**config.mk**
```make
export PLATFORM = sky130hd
export DESIGN_NAME = firebird7_tdr_param
export DESIGN_NICKNAME = d
export VERILOG_FILES = /design/src/rtl/firebird7_tdr_param.sv
export SDC_FILE = /design/constraint.sdc
export NUM_CORES = 1
export LEC_CHECK = 0
export BUFFER_PORTS_ARGS = -buffer_cell sky130_fd_sc_hd__buf_2
export CAP_MARGIN = 10
export CORE_MARGIN = 2
export CORE_UTILIZATION = 30
export CTS_BUF_LIST = sky130_fd_sc_hd__clkbuf_4 sky130_fd_sc_hd__clkbuf_8
export DETAILED_ROUTE_END_ITERATION = 7
export PLACE_DENSITY_LB_ADDON = 0.15
export SLEW_MARGIN = 5
export SYNTH_ARGS = -nofsm -noshare
export SYNTH_HDL_FRONTEND = slang
export SYNTH_SLANG_ARGS = --single-unit
```
**constraint.sdc**
```tcl
create_clock -name ijtag_tck -period 2.13 [get_ports ijtag_tck]
set_input_delay 0.426 -clock ijtag_tck [delete_from_list [all_inputs] [get_ports ijtag_tck]]
set_output_delay 0.426 -clock ijtag_tck [all_outputs]
set_load 0.02 [all_outputs]
```
**src/rtl/firebird7_tdr_param.sv**
```systemverilog
// ---------------------------------------------------------------------------
// firebird7_tdr_param
//
// Parametrised IJTAG test data register for the firebird7 instrument network.
// Sits between the SIB/segment chain (ijtag_si / ijtag_so) and the instrument
// control/status pins.
//
// Build option:
//   FIREBIRD7_TDR_PARITY_EN  - when defined, the scan chain gains one parity
//                              bit (shifted in last), updates are applied only
//                              when the whole chain has even parity, and the
//                              ijtag_parity_err output is present.
//
// Parameters:
//   WIDTH         number of data bits (1..64)
//   RESET_VALUE   value of ijtag_data_out after reset
//   CAPTURE_MASK  1: capture live status (or sticky), 0: read back data_out
//   STICKY_MASK   1: bit is a sticky W1C status bit (must be in CAPTURE_MASK)
//
// Ports:
//   ijtag_tck         sole clock; posedge = capture/shift, negedge = update,
//                     sticky and scan-out retiming
//   ijtag_reset       synchronous active-high reset, sampled on both edges
//   ijtag_sel         register selected; qualifies ce/se/ue
//   ijtag_si          scan in
//   ijtag_ce          capture enable
//   ijtag_se          shift enable
//   ijtag_ue          update enable
//   ijtag_data_in     instrument status
//   ijtag_data_out    instrument control (update register)
//   ijtag_so          retimed scan out
//   ijtag_parity_err  last update rejected (parity build only)
// ---------------------------------------------------------------------------
module firebird7_tdr_param #(
    parameter int               WIDTH        = 8,
    parameter logic [WIDTH-1:0] RESET_VALUE  = '0,
    parameter logic [WIDTH-1:0] CAPTURE_MASK = '0,
    parameter logic [WIDTH-1:0] STICKY_MASK  = '0
) (
    input  logic             ijtag_tck,
    input  logic             ijtag_reset,
    input  logic             ijtag_sel,
    input  logic             ijtag_si,
    input  logic             ijtag_ce,
    input  logic             ijtag_se,
    input  logic             ijtag_ue,
    input  logic [WIDTH-1:0] ijtag_data_in,
    output logic [WIDTH-1:0] ijtag_data_out,
    output logic             ijtag_so
`ifdef FIREBIRD7_TDR_PARITY_EN
    ,
    output logic             ijtag_parity_err
`endif
);

`ifdef FIREBIRD7_TDR_PARITY_EN
    localparam int PAR_BITS = 1;
`else
    localparam int PAR_BITS = 0;
`endif
    localparam int L = WIDTH + PAR_BITS;

    logic [L-1:0]     r_sr;
    logic [WIDTH-1:0] r_data_out;
    logic [WIDTH-1:0] r_sticky;
    logic             r_so;

    logic [WIDTH-1:0] w_src;
    logic [WIDTH-1:0] w_cap_data;
    logic [L-1:0]     w_cap_chain;
    logic [L-1:0]     w_shift_chain;
    logic             w_cap_en;
    logic             w_shift_en;
    logic             w_upd_req;
    logic             w_par_ok;
    logic             w_upd_ok;
    logic [WIDTH-1:0] w_w1c;
    logic [WIDTH-1:0] w_sticky_set;

    // Capture source: sticky bits report the latched flag, other capture
    // bits report the live status, the rest read back the update register.
    always_comb begin
        w_src      = (STICKY_MASK & r_sticky) | (~STICKY_MASK & ijtag_data_in);
        w_cap_data = (CAPTURE_MASK & w_src) | (~CAPTURE_MASK & r_data_out);
    end

`ifdef FIREBIRD7_TDR_PARITY_EN
    // Parity bit makes the captured chain even, so a straight shift-out and
    // shift-back is always accepted.
    assign w_cap_chain = {^w_cap_data, w_cap_data};
    assign w_par_ok    = ~(^r_sr);
`else
    assign w_cap_chain = w_cap_data;
    assign w_par_ok    = 1'b1;
`endif

    // Written as a loop so a one-bit chain needs no special casing.
    always_comb begin
        w_shift_chain = '0;
        for (int i = 0; i < L - 1; i++) begin
            w_shift_chain[i] = r_sr[i+1];
        end
        w_shift_chain[L-1] = ijtag_si;
    end

    assign w_cap_en     = ijtag_sel & ijtag_ce;
    assign w_shift_en   = ijtag_sel & ijtag_se & ~ijtag_ce;
    assign w_upd_req    = ijtag_sel & ijtag_ue;
    assign w_upd_ok     = w_upd_req & w_par_ok;
    assign w_w1c        = w_upd_ok ? (r_sr[WIDTH-1:0] & STICKY_MASK) : '0;
    assign w_sticky_set = ijtag_data_in & STICKY_MASK;

    // Shift/capture path.
    always_ff @(posedge ijtag_tck) begin
        if (ijtag_reset) begin
            r_sr <= '0;
        end else if (w_cap_en) begin
            r_sr <= w_cap_chain;
        end else if (w_shift_en) begin
            r_sr <= w_shift_chain;
        end
    end

    // Update, sticky and retiming path. Sticky set is ORed in after the
    // clear so a status pulse coincident with a W1C is never lost.
    always_ff @(negedge ijtag_tck) begin
        if (ijtag_reset) begin
            r_data_out <= RESET_VALUE;
            r_sticky   <= '0;
            r_so       <= 1'b0;
        end else begin
            r_so <= r_sr[0];
            if (w_upd_ok) begin
                r_data_out <= (r_data_out & STICKY_MASK) |
                              (r_sr[WIDTH-1:0] & ~STICKY_MASK);
            end
            r_sticky <= (r_sticky & ~w_w1c) | w_sticky_set;
        end
    end

`ifdef FIREBIRD7_TDR_PARITY_EN
    logic r_parity_err;

    always_ff @(negedge ijtag_tck) begin
        if (ijtag_reset) begin
            r_parity_err <= 1'b0;
        end else if (w_upd_req) begin
            r_parity_err <= ~w_par_ok;
        end
    end

    assign ijtag_parity_err = r_parity_err;
`endif

    assign ijtag_data_out = r_data_out;
    assign ijtag_so       = r_so;

endmodule

```
## Yosys cells after proc, flatten, opt, wreduce, memory -nomap -nowiden

Cells that the tools add are included.

- Flip-flop bits (word level): 17
- Input port bits: 15
- Output and inout bits: 9
- Word-level logic and storage cells: 11

- Multiplexer cells: 2
- Bitwise gates (word level): 5
- Reductions and logical operators: 1

Operators with widths:

| cell | number |
|---|---|
| $mux 8 | 2 |
| $and 1x1->1 | 4 |
| $reduce_bool 2->1 | 1 |
| $not 1->1 | 1 |

## Longest topological paths before layout

Gate-level depths: netlist of run 1.

- Depth after elaboration: 4
- Depth in mapped cells: 5

==> flow_results.org, run 1 <==
** Final layout
- Area Overhead vs Synth :: 41.47%
- The final layout contains 129 nets.
- Layout filler cell count :: 239
- Share of post-route cells with drive strength above 1 :: 48.67%
- Non-filler instance count after layout :: 143
- Area occupied by multi-input gates :: 350.3 um^2
- Antenna Diode Count :: 0
- Across the whole layout, storage elements account for 351.6 um^2.

** Floorplanning
- After floorplanning, the core was sized to cover 2410 um^2.
- From bottom edge to top edge, the die measures 53.94 um.
- Initial cell density of the core :: 31.05%
- Count of pins on the block boundary :: 24
- Die Wd :: 53.94 um
- The die covers 2910 um^2.
- Number of placement rows :: 18

** STA
- Final setup slack of the worst path :: -163.6 ps
- Setup violations remaining at the end of the flow were counted as 9.
- Headroom to the max-slew limit came out at 75.43%.
- Between clock sinks in the finished design, the worst skew comes to 64.79 ps.
- The hold violation total from the final report is 0.
- RSZ-0062 raised after global routing :: true
- Number of max-slew violations in the final report :: 0
- Transition time of the tightest slew-check pin :: 368.6 ps
- Final hold analysis gives a worst-case slack of 512.9 ps.

** Placement
- Placed Cells :: 120
- During placement, the flow inserted port buffers numbering 15.
- Weighted congestion at the end of routability-driven global placement :: 0.6788
- Half-perimeter wire length of the detailed placement result :: 1051 um

** Logic synthesis
- Most instantiated library cell after synthesis :: dfxtp_1
- For this run, the leading register cell type out of synthesis is dfxtp_1.
- After synthesis, the most frequently instantiated cells are dfxtp_1, nand2_1.
- During synthesis, Yosys emitted a total of 0 warnings.
- After synthesis, the mean cell area works out to 9.976 um^2.
- When the netlist entered floorplanning its net count stood at 90.
- Netlist area before placement :: 748.2 um^2
- Counting flops with a built-in enable in the synthesized netlist gives 0.
- Async set or reset register ratio after synthesis :: 0%
- Sequential elements use 45.48% of the synthesized area.
- In this run, synthesis produced a sequential element count of 17.
- Post-synthesis cell type count :: 15
- Of all cell types, the one taking the most synthesized area is dfxtp_1.
- After technology mapping, the gate count stands at 75.
- Sorting the synthesized cells by area gives the leading types as dfxtp_1, a211oi_2, mux2i_1, a21oi_1, nand3_1.
- Share of Yosys cell area claimed by the top area cell type :: 45.48%

** Critical path
- Together, buffers and inverters on the worst path number 1.
- The worst setup path is launched from a flip-flop.
- Critical path's largest stage delay :: 340 ps
- Walking the worst path, the cells encountered are buf_6.
- The critical path is of the flip-flop to output pin type.
- Data arrives at the worst endpoint at 1870 ps.
- STA classifies the critical path endpoint as an output pin.
- Top delay family on crit path :: flip-flops
- Slowest library cell on the worst path :: dfxtp_2
- Required @ worst endpoint :: 1700 ps
- Highest net fanout along the worst path :: 2

** Power
- Total power :: 0.6780 mW
- Leakage power of the design :: 0.4763 nW
- Power spread over the standard cell area amounts to 640.5 nW/um^2.
- Across the VDD grid, the largest voltage drop is 0.0002978 V.

** Detailed routing
- Using the TritonRoute via totals, the vias-per-cell ratio works out to 4.545.
- Wires add up to 1633 um.
- In the final routed layout, each cell accounts on average for 11.42 um.
- The routed layout has 650 vias.
- In this run, the number of DRC markers left after iteration 0 of detailed routing was 11.
- The first detailed-routing pass took 3 iterations.
- Antenna-violating nets left :: 0
- After detailed routing, the number of remaining DRC violations is 0.

** GRT
- Tot GR Track Use :: 12.38%
- Global routing finished with a remaining overflow of 0.
- Vias in the first global route :: 584
- Initial antenna violation count :: 0
- Entering global routing, the biggest net connects 17 pins.
- First-pass GRT wire length :: 2539 um

** CTS
- TritonCTS clock tree :: built
- Clock tree synthesis selected as its root buffer the cell clkbuf_4.
- Clock-pin slew of the registers on the worst-case setup and hold paths :: 100 ps
- Counting the buffers created by CTS gives 3.
- Clock insertion delay at the later pin of the skew report :: 350 ps
- Max clock buf depth :: 2
- CTS H-Tree Depth :: 1
- The clock net in this run drives a total of 17 sinks.

** Run
- Number of maximum-capacitance violations :: 0

** Outcome
- Violated checks :: negative setup slack
- The flow ran to the end, but the final reports show violations.

** Min path
- The tightest min-delay check is of the primary input to flip-flop type.
final timing paths:
kind / startpoint / endpoint / slack, ps / cells past startpoint
setup / recovery: ijtag_data_out[1]$_SDFFE_NP0P_ / ijtag_data_out[1] / -160 / 1
hold / removal: ijtag_si / r_sr[7]$_SDFFE_PP0P_ / 510 / 3
setup reg to reg: ijtag_data_out[2]$_SDFFE_NP0P_ / r_sr[2]$_SDFFE_PP0P_ / 70 / 4
hold reg to reg: r_sr[6]$_SDFFE_PP0P_ / r_sr[6]$_SDFFE_PP0P_ / 540 / 2
per-stage QoR:
stage	util (%)	TNS [ps]	setup WS [ps]	instance area, um^2
2_1_floorplan	-	0	66.47	748.2
4_1_cts	42.99	-1354	-171.1	1036
5_1_grt	43.93	-1702	-212.6	1059
6_report	43.93	-1300	-163.6	1059
3_3_place_gp	35.36	0	80.26	852.1
3_5_place_dp	35.36	0	58.08	852.1
per-layer routing:
layer | vias to the layer above | global-route usage (%) | routed length, um
li1 | 335 | - | -
met1 | 305 | 16.89 | 770
met2 | 10 | 18.09 | 791
met3 | 0 | 2.778 | 72
met4 | 0 | 6.410 | 0
met5 | - | 0 | 0
power breakdown:
| part | total (mW) | switching [mW] | internal [mW] |
|---|---|---|---|
| Combinational | 0.100 | 0.0524 | 0.0481 |
| Sequential | 0.346 | 0.0110 | 0.335 |
| Clock | 0.231 | 0.141 | 0.0899 |
| Total | 0.678 | 0.205 | 0.473 |
cell usage in the layout, fill, tap and decap left out, types with 6 or more instances in the layout:
cell type,count
a211oi_2,8
a21oi_1,8
buf_2,6
buf_4,17
buf_6,9
dfxtp_1,8
dfxtp_2,9
inv_1,10
mux2i_1,8
nand2_1,9
nand3_1,8
nor2_1,6
timing repair:
| action | CTS | global route |
|---|---|---|
| endpoints found under the setup margin | 9 | 9 |
| pin swaps | 0 | 0 |
| buffers inserted | 8 | 3 |
| resized for setup | 27 | 0 |
| hold buffers | 0 | 0 |
cells by family (layout without fill, tap and decap cells):
logic type | Yosys count | count (layout) | share of synthesized area, %
AO/OA/AOI/OAI | 17 | 17 | 20.74
AND/OR/NAND/NOR | 26 | 26 | 15.38
multiplexers | 8 | 8 | 10.70
buffers and inverters | 7 | 45 | 7.692
flip-flops | 17 | 17 | 45.49
sequential cells by signal, indices dropped and copies added, names as in the netlist:
name            flops
ijtag_data_out      8
r_sr                8
ijtag_so            1
final cells by class:
cell class / instances / share of cell area [%]
multi-input combinational: 51 / 33.10
tap: 30 / 3.546
timing repair buffer: 32 / 24.47
clock buffer: 3 / 2.128
clock inverter: 10 / 3.546
sequential: 17 / 33.21
Power figures use the tool's default switching activity.
==> run 2: changes to the inputs <==
--- a/config.mk
+++ b/config.mk
@@ -11,6 +11,7 @@
 export CORE_UTILIZATION = 30
 export CTS_BUF_LIST = sky130_fd_sc_hd__clkbuf_4 sky130_fd_sc_hd__clkbuf_8
 export DETAILED_ROUTE_END_ITERATION = 7
+export GPL_TIMING_DRIVEN = 0
 export PLACE_DENSITY_LB_ADDON = 0.15
 export SLEW_MARGIN = 5
 export SYNTH_ARGS = -nofsm -noshare
==> run 2 against run 1 <==
Compared with the run above: the flow still finishes with violations (negative setup slack); cell count is 4.2% lower; critical path depth stayed put; power is 2.9% higher; global-route usage is 0.53 points higher; sequential power hardly changed; register-to-register slack better by 50 ps; largest cell class unchanged; final area is 2.1% lower; worst setup slack better by 12 ps.
==> flow_results.org, run 2 (synthesized netlist as in run 1, its figures left out) <==
** Detailed routing
- Number of remaining DRC errors :: 0 (unchanged)
- The total number of vias is 658 (+1.2%).
- The number of iterations in the first detailed-routing pass is 4 (+1).
- Post-Route WL :: 1674 um (+2.5%)
- The routed wire length per instance was 12.22 um (+7.0%).
- The initial detailed-routing violation count is 8 (-3).
- Antenna-violating nets left :: 0 (unchanged)
- Via-per-instance ratio :: 4.803 (+5.7%)

** Outcome
- The final reports fail on negative setup slack.
- Outcome :: complete, but fails checks

** Power
- Sequential fraction of design power :: 49.6% (-1.5 points)
- Switching power as a share of total power :: 29.85% (-0.36 points)
- The net switching power is 0.2083 mW (+1.7%).
- The standby leakage power came to 0.4525 nW (-5.0%).
- The power density over the cells is 673.7 nW/um^2 (+5.2%).
- Internal cell power :: 0.4896 mW (+3.5%)
- The maximum VDD drop came to 0.0004106 V (+38%).
- The combinational fraction of design power came to 14.4% (-0.4 points).
- Fraction of power consumed by the clock network :: 36.0% (+1.9 points)

** CTS
- Clock insertion delay at the later pin of the skew report :: 350 ps (about the same)
- Root Buffer :: clkbuf_4
- Number of sinks handled by clock tree synthesis :: 17 (unchanged)
- Clock-pin slew of the registers on the worst-case setup and hold paths :: 110 ps (about the same)
- TritonCTS built the clock tree.
- CTS H-Tree Depth :: 1 (unchanged)
- Max clock buf depth :: 2 (unchanged)
- Number of buffers inserted during clock tree synthesis :: 3 (unchanged)

** Min path
- The tightest min-delay check is of the primary input to flip-flop type.

** Floorplanning
- The row count was 18 (unchanged).
- Initial cell density of the core :: 31.05% (unchanged)
- The die height came to 53.94 um (unchanged).
- The placeable core region came to 2410 um^2 (unchanged).
- Count of pins on the block boundary :: 24 (unchanged)
- The chip width is 53.94 um (unchanged).
- The die area is 2910 um^2 (unchanged).

** Placement
- The global placer's final weighted congestion is 0.6771 (-0.25%).
- The cell area after placement was 840.8 um^2 (-1.3%).
- The total of buffers placed on input and output ports came to 11 (-4).
- Half-perimeter wire length of the detailed placement result :: 1080 um (+2.8%)

** Critical path
- The data required time of the worst path was 1700 ps (about the same).
- Top delay family on crit path :: flip-flops
- Type of the worst setup path :: flip-flop to output pin
- STA classifies the critical path endpoint as an output pin.
- CP Launch Type :: flip-flop
- The peak fanout along the critical path came to 2 (unchanged).
- The signal on the critical path passes through buf_6.
- Buf/Inv on CP :: 1 (unchanged)
- Arrival @ worst endpoint :: 1860 ps (about the same)
- Critical path's largest stage delay :: 330 ps (about the same)
- Slowest library cell on the worst path :: dfxtp_2

** Final layout
- The cell area after layout was 1036 um^2 (-2.1%).
- Final Core Density :: 42.99% (-0.93 points)
- Layout filler cell count :: 243 (+1.7%)
- The layout net count is 123 (-4.7%).
- The number of inserted diodes came to 0 (unchanged).
- Area Overhead vs Synth :: 38.46%
- In the layout the commonest cells are buf_4, buf_6, nand2_1, inv_1, dfxtp_2.
- Share of post-route cells with drive strength above 1 :: 46.73% (-1.9 points)

** GRT
- GR Overflow Total :: 0 (unchanged)
- The initial antenna violation count was 0 (unchanged).
- First-pass GRT wire length :: 2628 um (+3.5%)
- Pin count of the biggest net entering global routing :: 11 (-6)
- The number of global-route vias before repair came to 607 (+3.9%).
- Tot GR Track Use :: 12.91% (+0.53 points)

** Run
- The number of max-capacitance violations reported was 0 (unchanged).

** STA
- Slew margin rel. :: 78.96% (+3.5 points)
- Total negative setup slack :: -1302 ps (-1.570 ps)
- RSZ-0062 raised after global routing :: true
- The hold violation total from the final report was 0 (unchanged).
- The final worst clock skew was 61.18 ps (-3.606 ps).
- Setup Viol. Count Final :: 9 (unchanged)
- Number of max-slew violations in the final report :: 0 (unchanged)
- The final worst slack came to -151.9 ps (+11.71 ps).
- Transition time of the tightest slew-check pin :: 314.8 ps (-53.73 ps)
## run 2: power by group through the flow
| stage | Clock (mW) | Combinational (mW) | Sequential (mW) |
|---|---|---|---|
| after floorplan | 0.0289 | 0.0638 | 0.355 |
| after global placement | 0.0289 | 0.0881 | 0.351 |
| after detailed placement | 0.0289 | 0.0882 | 0.351 |
| after CTS | 0.254 | 0.100 | 0.346 |
| after global routing | 0.285 | 0.108 | 0.348 |
| final | 0.251 | 0.100 | 0.346 |
## run 2: final timing paths
path,endpoint,startpoint,depth (start not counted),slack [ps]
worst min-delay path,r_sr[4]$_SDFFE_PP0P_,ijtag_reset,2,430
worst max-delay path,ijtag_data_out[1],ijtag_data_out[1]$_SDFFE_NP0P_,1,-150
worst min register to register,r_sr[6]$_SDFFE_PP0P_,r_sr[6]$_SDFFE_PP0P_,2,540
worst max register to register,r_sr[5]$_SDFFE_PP0P_,ijtag_data_out[5]$_SDFFE_NP0P_,4,120
## run 2: final cells by class
cell class | instances | area, um^2 | area share, %
multi-input combinational | 51 | 350.3 | 33.82
clock inverter | 9 | 33.78 | 3.261
timing repair buffer | 20 | 178.9 | 17.27
clock buffer | 4 | 30.03 | 2.899
buffer | 6 | 53.80 | 5.193
tap | 30 | 37.54 | 3.623
sequential | 17 | 351.6 | 33.94
## run 2: per-stage QoR
| stage | setup slack, ps | total power [mW] | cells | hold WS, ps |
|---|---|---|---|---|
| 2_1_floorplan | 66.47 | 0.4475 | 75 | 509.6 |
| 3_3_place_gp | -142.1 | 0.4680 | 116 | 456.2 |
| 3_5_place_dp | -136.2 | 0.4682 | 116 | 465.4 |
| 4_1_cts | -158.9 | 0.7009 | 136 | 427.8 |
| 5_1_grt | -198.3 | 0.7410 | 137 | 433.3 |
| 6_report | -151.9 | 0.6979 | 137 | 433.8 |
## run 2: layer usage
| layer | GRT usage (%) | share of wire, % | vias to the layer above |
|---|---|---|---|
| li1 | - | - | 324 |
| met1 | 16.92 | 48 | 320 |
| met2 | 20.12 | 48 | 14 |
| met3 | 2.500 | 4.7 | 0 |
| met4 | 6.410 | 0 | 0 |
| met5 | 0 | 0 | - |
## run 2: what timing repair did
item                                    CTS  global route
gates cloned                              0             0
hold buffers                              0             0
endpoints found under the setup margin    9             9
setup buffers                             8             1
gates resized for setup                  27             0
==> run 3: changes to the inputs <==
--- a/config.mk
+++ b/config.mk
@@ -7,6 +7,7 @@
 export LEC_CHECK = 0
 export BUFFER_PORTS_ARGS = -buffer_cell sky130_fd_sc_hd__buf_2
 export CAP_MARGIN = 10
+export CORE_ASPECT_RATIO = 0.7
 export CORE_MARGIN = 2
 export CORE_UTILIZATION = 30
 export CTS_BUF_LIST = sky130_fd_sc_hd__clkbuf_4 sky130_fd_sc_hd__clkbuf_8
==> run 3 against run 2 <==
Compared with the run above: combinational power about the same; largest cell class unchanged; power up 1.6%; clock power up 4%; core utilization about the same; worst setup slack worse by 17 ps; sequential cell count unchanged; cell count up 2.9%; global-route usage up 0.76 points; largest power group unchanged; the flow still finishes with violations (negative setup slack); wire length up 9.0%; register-to-register slack worse by 20 ps.
==> flow_results.org, run 3 (synthesized netlist as in run 1, its figures left out) <==
** Critical path
- Setup crit end kind :: output pin
- Cell-by-cell listing of the critical path :: buf_6
- Buf/Inv on CP :: 1 (unchanged)
- The delay contributed by the slowest stage of the critical path came to 330 ps (about the same).
- Arrival @ worst endpoint :: 1870 ps (about the same)
- CP Launch Type :: flip-flop
- Slowest library cell on the worst path :: dfxtp_2
- The peak fanout along the critical path came to 2 (unchanged).
- Broken down by cell family, the worst path's largest delay share belongs to flip-flops.
- Required @ worst endpoint :: 1700 ps (about the same)
- The critical path is of the flip-flop to output pin type.

** GRT
- Initial antenna violation count :: 0 (unchanged)
- GR Overflow Total :: 0 (unchanged)
- Pin count of the biggest net entering global routing :: 11 (unchanged)
- The number of global-route vias before repair is 624 (+2.8%).
- Tot GR Track Use :: 13.68% (+0.76 points)
- The wire length of the first global-routing pass came to 2946 um (+12%).

** Detailed routing
- The number of nets with antenna violations after routing is 0 (unchanged).
- The routed wire length per instance came to 12.94 um (+5.9%).
- Vias :: 654 (-0.61%)
- Number of remaining DRC errors :: 0 (unchanged)
- The number of vias per cell after detailed routing is 4.638 (-3.4%).
- The initial detailed-routing violation count was 26 (+18).
- The wire length reported by the detailed router is 1824 um (+9.0%).
- The number of iterations in the first detailed-routing pass is 4 (unchanged).

** Placement
- Placed cell areas :: 845.8 um^2 (+0.60%)
- Half-perimeter wire length of the detailed placement result :: 1188 um (+10%)
- Weighted congestion at the end of routability-driven global placement :: 0.6596 (-2.6%)
- Placed Cells :: 120 (+3.4%)
- The total of buffers placed on input and output ports was 11 (unchanged).
- The setup slack at placement was -128.3 ps (+7.988 ps).

** Outcome
- The flow ran to the end, but the final reports show violations.
- Violated checks :: negative setup slack

** Final layout
- Share of post-route cells with drive strength above 1 :: 46.73% (unchanged)
- Area Overhead vs Synth :: 39.13%
- Antenna Diode Count :: 0 (unchanged)
- Final Core Density :: 43.00% (about the same)
- The layout net count came to 123 (unchanged).
- Layout filler cell count :: 245 (+0.82%)
- The count of placed standard cells in the final layout, fillers left out is 141 (+2.9%).
- The cell area after layout is 1041 um^2 (+0.48%).
- Most frequent cells in the layout :: buf_4, buf_6, nand2_1, inv_1, dfxtp_2

** Power
- Leakage power of the design :: 0.4525 nW (about the same)
- The maximum VDD drop came to 0.0002885 V (-30%).
- Fraction of power consumed by the clock network :: 36.7% (+0.7 points)
- The cell-internal power was 0.4898 mW (about the same).
- The final total power came to 0.7089 mW (+1.6%).
- The switching fraction of total power was 30.91% (+1.1 points).
- NetSw :: 0.2191 mW (+5.2%)
- The sequential share of power was 49.0% (-0.6 points).
- The power density over the cells came to 681.0 nW/um^2 (+1.1%).
- The combinational fraction of design power came to 14.3% (about the same).

** STA
- The aggregate negative setup slack was -1396 ps (-93.81 ps).
- The relative slew slack came to 78.48% (-0.48 points).
- Hold_ws :: 427.3 ps (-6.518 ps)
- RSZ-0062 raised after global routing :: true
- The hold violation total from the final report is 0 (unchanged).
- The final worst slack came to -168.6 ps (-16.72 ps).
- The worst-margin pin slew came to 322.0 ps (+7.119 ps).
- The total of endpoints with negative setup slack in the final report was 9 (unchanged).
- Clock skew after layout :: 66.27 ps (+5.089 ps)
- Number of max-slew violations in the final report :: 0 (unchanged)

** CTS
- In this run the clock root is driven by a clkbuf_4.
- The register clock-pin slew on the reported worst setup and hold paths came to 110 ps (about the same).
- Number of sinks handled by clock tree synthesis :: 17 (unchanged)
- TritonCTS clock tree :: built
- The H-tree depth is 1 (unchanged).
- The clock latency of the later-clocked register in the worst-skew pair came to 360 ps (about the same).
- Number of hold-repair buffers added at the cts stage :: 0 (unchanged)
- Number of buffers inserted during clock tree synthesis :: 3 (unchanged)
- Max clock buf depth :: 2 (unchanged)

** Floorplanning
- Die Footprint :: 2916 um^2 (+0.22%)
- The placeable core region is 2421 um^2 (+0.47%).
- Count of pins on the block boundary :: 24 (unchanged)
- The die height is 45.79 um (-15%).
- The row count came to 15 (-3).
- The starting utilization of the core area came to 30.90% (-0.14 points).
- Die Wd :: 63.69 um (+18%)

** Run
- The number of max-capacitance violations reported is 0 (unchanged).

** Min path
- The worst hold path belongs to the class primary input to flip-flop.
-- run 3: cell counts in the layout (fill, tap and decap cells not counted) --
No cell type changed its count.
-- run 3: worst reg2reg max path: cells and delay by family (launching register included) --
family | cells | cell delay (ps)
flops | 1 | 320
mux | 1 | 160
buf+inv | 2 | 240
compound gates | 1 | 80
-- run 3: cell type report --
class,instances,area [um^2],share of cell area (%)
clock buffers,4,30.03,2.885
repair buffers,20,178.9,17.19
well taps,34,42.54,4.087
plain buffers,6,53.80,5.168
clock inverters,9,33.78,3.245
multi-input cells,51,350.3,33.65
flip-flops and latches,17,351.6,33.77
-- run 3: power by group through the flow --
stage	Combinational, mW	Clock (mW)	Sequential (mW)
floorplan	0.0638	0.0289	0.355
global placement	0.0876	0.0289	0.352
detailed placement	0.0886	0.0289	0.352
CTS	0.101	0.265	0.347
global route	0.109	0.293	0.348
finish	0.101	0.260	0.347
-- run 3: final timing paths --
kind,startpoint,endpoint,slack (ps),cells after the start
worst max-delay path,ijtag_data_out[0]$_SDFFE_NP0P_,ijtag_data_out[0],-170,1
worst max register to register,ijtag_data_out[7]$_SDFFE_NP0P_,r_sr[7]$_SDFFE_PP0P_,100,4
worst min register to register,r_sr[0]$_SDFFE_PP0P_,r_sr[0]$_SDFFE_PP0P_,560,2
worst min-delay path,ijtag_reset,r_sr[3]$_SDFFE_PP0P_,430,2
-- run 3: repair_timing --
| item | 4_1_cts | 5_1_grt |
|---|---|---|
| hold endpoints to repair | 0 | 0 |
| endpoints found under the setup margin | 9 | 9 |
| gates resized for setup | 27 | 0 |
| setup buffers | 8 | 1 |
-- run 3: metal layers --
metal	part of all wire (%)	GRT usage, %	vias to the layer above
li1	-	-	326
met1	52	18.55	313
met2	43	20.84	13
met3	4.7	6.188	2
met4	0.49	1.304	0
met5	0	0	-
